File: src/rtl/char_ram_arbiter.sv
// Character RAM arbiter: display fetch slots, a CPU port and a screen-clear
// engine share one single-port 64x16 character RAM in the px_clk domain.
module char_ram_arbiter #(
  parameter int          HSTART = 112,
  parameter int          VSTART = 145,
  parameter int          COLS   = 64,
  parameter int          ROWS   = 16,
  parameter int          CHAR_H = 16,
  parameter int          LEAD   = 8,
  parameter logic [7:0]  FILL   = 8'h20
) (
  input  logic        px_clk,
  input  logic        clr,
  input  logic [10:0] hc,
  input  logic [10:0] vc,
  input  logic [3:0]  scroll_row,
  input  logic        cpu_req,
  input  logic        cpu_we,
  input  logic [9:0]  cpu_addr,
  input  logic [7:0]  cpu_wdata,
  output logic        cpu_gnt,
  output logic [7:0]  cpu_rdata,
  output logic        cpu_rvalid,
  input  logic        clear_req,
  output logic        clear_busy,
  output logic [9:0]  ram_addr,
  output logic        ram_we,
  output logic [7:0]  ram_wdata,
  input  logic [7:0]  ram_rdata,
  output logic [7:0]  char_code,
  output logic        char_load,
  output logic [3:0]  row_in_char
);

  localparam int FSTART = HSTART - LEAD;
  localparam int FEND   = FSTART + COLS * 8;
  localparam int VEND   = VSTART + ROWS * CHAR_H;

  typedef enum logic {C_IDLE, C_RUN} clr_state_t;

  clr_state_t  state, state_nx;
  logic [9:0]  ccnt, ccnt_nx;
  logic [3:0]  srow;
  logic        disp_rd_q, cpu_rd_q;

  // Fetch window decode: f counts from the first fetch cycle of the line.
  logic [10:0] f, vrel, trow_w;
  logic        h_win, v_win, slot;
  logic [3:0]  disp_row;

  assign f        = hc - 11'(FSTART);
  assign vrel     = vc - 11'(VSTART);
  assign trow_w   = vrel / 11'(CHAR_H);
  assign h_win    = (hc >= 11'(FSTART)) && (hc < 11'(FEND));
  assign v_win    = (vc >= 11'(VSTART)) && (vc < 11'(VEND));
  assign slot     = h_win && v_win && (f[2:0] == 3'd0);
  assign disp_row = trow_w[3:0] + srow;

  assign row_in_char = v_win ? vrel[3:0] : 4'd0;
  assign clear_busy  = (state == C_RUN);
  assign cpu_gnt     = cpu_req && !slot && !clear_busy;

  // NOTE: every output of a combinational block gets a default first so no
  // path leaves it unassigned, which would otherwise infer a latch.
  always_comb begin
    state_nx = state;
    ccnt_nx  = ccnt;
    unique case (state)
      C_IDLE: begin
        if (clear_req) begin
          state_nx = C_RUN;
          ccnt_nx  = 10'd0;
        end
      end
      C_RUN: begin
        if (!slot) begin
          ccnt_nx = ccnt + 10'd1;
          if (ccnt == 10'd1023) state_nx = C_IDLE;
        end
      end
      default: state_nx = C_IDLE;
    endcase
  end

  // RAM port mux: display slot > clear engine > CPU; idle parks on the CPU address.
  always_comb begin
    ram_addr  = cpu_addr;
    ram_we    = 1'b0;
    ram_wdata = cpu_wdata;
    if (slot) begin
      ram_addr = {disp_row, f[8:3]};
    end else if (clear_busy) begin
      ram_addr  = ccnt;
      ram_we    = 1'b1;
      ram_wdata = FILL;
    end else if (cpu_gnt) begin
      ram_we = cpu_we;
    end
  end

  // NOTE: all state below updates with non-blocking assignments so every
  // register samples pre-edge values regardless of statement order.
  always_ff @(posedge px_clk or posedge clr) begin
    if (clr) begin
      state <= C_IDLE;
      ccnt  <= 10'd0;
      srow  <= 4'd0;
    end else begin
      state <= state_nx;
      ccnt  <= ccnt_nx;
      if (hc == 11'd0 && vc == 11'd0) srow <= scroll_row;
    end
  end

  // Read-return tags: stage 1 marks the cycle ram_rdata is valid, stage 2 lands it.
  always_ff @(posedge px_clk or posedge clr) begin
    if (clr) begin
      disp_rd_q  <= 1'b0;
      cpu_rd_q   <= 1'b0;
      char_code  <= 8'd0;
      char_load  <= 1'b0;
      cpu_rdata  <= 8'd0;
      cpu_rvalid <= 1'b0;
    end else begin
      disp_rd_q  <= slot;
      cpu_rd_q   <= cpu_gnt && !cpu_we;
      char_load  <= disp_rd_q;
      cpu_rvalid <= cpu_rd_q;
      if (disp_rd_q) char_code <= ram_rdata;
      if (cpu_rd_q)  cpu_rdata <= ram_rdata;
    end
  end

endmodule

File: config.mk
export PLATFORM = sky130hd
export DESIGN_NAME = char_ram_arbiter
export DESIGN_NICKNAME = d
export VERILOG_FILES = /design/src/rtl/char_ram_arbiter.sv
export SDC_FILE = /design/constraint.sdc
export NUM_CORES = 1
export LEC_CHECK = 0
export BUFFER_PORTS_ARGS = -buffer_cell sky130_fd_sc_hd__buf_4
export CORE_MARGIN = 2
export CORE_UTILIZATION = 40
export CTS_BUF_LIST = sky130_fd_sc_hd__clkbuf_4 sky130_fd_sc_hd__clkbuf_8 sky130_fd_sc_hd__clkbuf_16
export CTS_CLUSTER_DIAMETER = 60
export DETAILED_ROUTE_END_ITERATION = 10
export GPL_TIMING_DRIVEN = 0
export HOLD_SLACK_MARGIN = 0.08
export PLACE_DENSITY = 0.71
export SLEW_MARGIN = 20
export SYNTH_ARGS = -nofsm -noshare
export SYNTH_HDL_FRONTEND = slang
export SYNTH_SLANG_ARGS = --single-unit
File: constraint.sdc
create_clock -name px_clk -period 4.14 [get_ports px_clk]
set_clock_uncertainty 0.05 [all_clocks]
set_input_delay 0.414 -clock px_clk [delete_from_list [all_inputs] [get_ports px_clk]]
set_output_delay 0.414 -clock px_clk [all_outputs]
set_load 0.01 [all_outputs]
==> summary.md <==
| Metric | Value |
|---|---|
| Leakage | 1.65 nW |
| Hold_buf cts | 0 |
| DR WL/cell | between 10 and 15 um |
| Register area | ~880 um2 |
| R2R depth | 6 |
| Row Count | 27 |
| Detailed Route WL | around 5500 um |
| Fmax | roughly 330 MHz |
| PwrDens | approximately 350 nW/um2 |
| Port bufs | 98 |
| Slew HR | 0.523 |
| CP Max Fanout | 4 |
| Slowest stage delay, CP | 0.51 ns |
| Vias in the first global route | around 2000 |
| Worst path bufs/invs | 2 |
| Crit path DAT | about 2.6 ns |
| Final min period | about 3 ns |
| CTS H-Tree Depth | 2 |
| Critical Path Start Type | input port |
| Area growth syn-to-layout | 41.7% |
| Max-slew violations | 0 |
| Max Cap Viol | 0 |
| Tightest Hold Check Type | in2async |
| Total Routing Usage GR | 0.179 |
| CTS Buf Count | 5 |
| Cell family contributing the most delay on the critical path | compound AO/OA/AOI/OAI gates |
| DRT antenna net count | 0 |
| Post-CTS Setup Bufs | 0 |
| Final Net Count | 394 |
| RSZ-0062 raised after global routing | no |
| Vias | 2025 |
| Kind of end point of the critical path | output pin |
| RR Endpoint | ccnt[8] |
| CP max stage cell | o41ai_1 |
| Antenna cells | 0 |
| Max Buffers Root-to-Sink | 2 |
| Yosys warning count | 0 |
| Die Ht | ~79 um |
| Slew @ Worst Pin | slightly above 0.7 ns |
| Cell Area, Synth | ~2300 um2 |
| Die Wd | roughly 80 um |
| Required @ worst endpoint | between 3 and 4 ns |
| Hold Vio Cnt, Final | 0 |
| Largest net degree at the start of global routing | 36 |
| Die ar. | around 6300 um2 |
| Fin crit share | 0.743 |
| IO Count | 100 |
| Top_reg_cell synth | dfrtp_1 |
| Status | completed |
| CTS Root Cell | clkbuf_8 |
| Setup TNS | 0 ns |
| Drt drc | 0 |
| Gr ovfl total | 0 |
| Sink Count | 35 |
| Synth cell types | 45 |
| Worst vdd ir | approximately 160 uV |
| DP HPWL | around 4300 um |
| Critical setup path kind | in2out |
| Starting Density | 0.413 |
| Cts repair resizes | 0 |
| Avg Vias per Cell | 5.04 |
| # fillers | about 500 |
| Initial antenna violation count | 0 |
| Post-layout total power | approximately 1.1 mW |
| Register area share after synthesis | 0.387 |
| Clk_lat worst skew | 0.28 ns |
| Core area | 5470 um2 |
| Reg-to-reg slack, setup | roughly 2.3 ns |
| FFs w/ async S/R, synth | 1.00 |
| Layout cells sized above 1 | 0.421 |
| R2R Path Start | ccnt[0] |
| Post-Syn Area per Cell | between 10 and 15 um2 |
| Final setup violation count | 0 |
| Area taken by multi-input logic gates | 1330 um2 |
| Mapped Cells | between 200 and 250 |
| Clk pin slew, worst setup/hold paths | around 0.070 ns |
| Initial drt markers | 94 |
| Number of synthesized register bits | 35 |
| Number of flops mapped to enable cells by yosys | 0 |
| GPL Wtd Cong | about 0.82 |
| CTS tree | done |
| Global-route wire length before repair | between 9000 and 10000 um |
| Syn Nets | between 200 and 300 |
| Crit-path cells | buf_4 -> o41ai_1 -> xor2_1 -> ha_1 -> a21o_1 -> a21oi_1 -> xor2_1 -> xnor2_1 -> nand2_1 -> o21ai_0 -> buf_4 |
| DRT Pass-1 Iters | 4 |
cell usage after synthesis (7+ instances only):
master	count	area (um2)
and2_1	7	43.8
dfrtp_1	35	876
mux2_2	21	236
a21oi_1	9	45.0
ha_1	7	87.6
xnor2_1	7	61.3
xor2_1	9	78.8
nor2_1	20	75.1
mux2i_1	12	120
nand2_1	19	71.3
area by class of cell:
class,instances,share of cell area
clock inverters,2,0.0109
flip-flops and latches,35,0.273
repair buffers,98,0.230
clock buffers,6,0.0258
inverters,6,0.00703
multi-input cells,174,0.414
plain buffers,9,0.0109
well taps,72,0.0281
how the worst max path moves through the flow:
stage | endpoint | slack, ns | start | cells after the start
2_1_floorplan | ram_addr[9] | 1.48 | vc[1] | 9
3_3_place_gp | ram_addr[9] | 1.03 | vc[1] | 11
3_5_place_dp | ram_addr[9] | 1.03 | vc[1] | 11
4_1_cts | ram_addr[9] | 1.02 | vc[1] | 11
5_1_grt | ram_addr[9] | 0.76 | vc[1] | 11
6_report | ram_addr[9] | 1.06 | vc[1] | 11
per-stage QoR:
stage          cells   util  cell area (um2)  hold WS [ns]  setup slack (ns)
2_1_floorplan    224      -             2260         0.302              1.48
3_3_place_gp     394  0.564             3090         0.304              1.03
3_5_place_dp     394  0.564             3090         0.308              1.03
4_1_cts          402  0.586             3200         0.231              1.02
5_1_grt          402  0.586             3200         0.222             0.758
6_report         402  0.586             3200         0.201              1.06
registers in the layout (all words and copies together), names as in the netlist, 4 cells and up:
name / count
ccnt: 10
char_code: 8
cpu_rdata: 8
srow: 4
placed cells by master, fill, tap and decap left out, types with 7 or more instances in the layout:
master   netlist  routed
dfrtp_1       35      35
nor2_1        20      20
and2_1         7       7
nand2_1       19      19
xnor2_1        7       7
xor2_1         9       9
mux2i_1       12      12
buf_4          0      98
a21oi_1        9       9
mux2_2        21      21
ha_1           7       7
metal layers:
metal,wire length (um),vias to the layer above,track usage
li1,-,1003,-
met1,2370,931,0.233
met2,2620,84,0.304
met3,424,7,0.0432
met4,44,0,0.0362
met5,0,-,0
where the power goes:
part           switching, mW  internal [mW]
registers             0.0557          0.393
logic                  0.159          0.209
clock network          0.121          0.195
logic make-up after synthesis:
kind of cell / after synthesis / synth area share
flops: 35 / 0.387
buf+inv: 15 / 0.0255
xor+xnor: 16 / 0.0620
fa+ha+maj: 8 / 0.0476
simple gates: 83 / 0.205
mux: 34 / 0.168
compound gates: 33 / 0.105
Power figures use the tool's default switching activity.
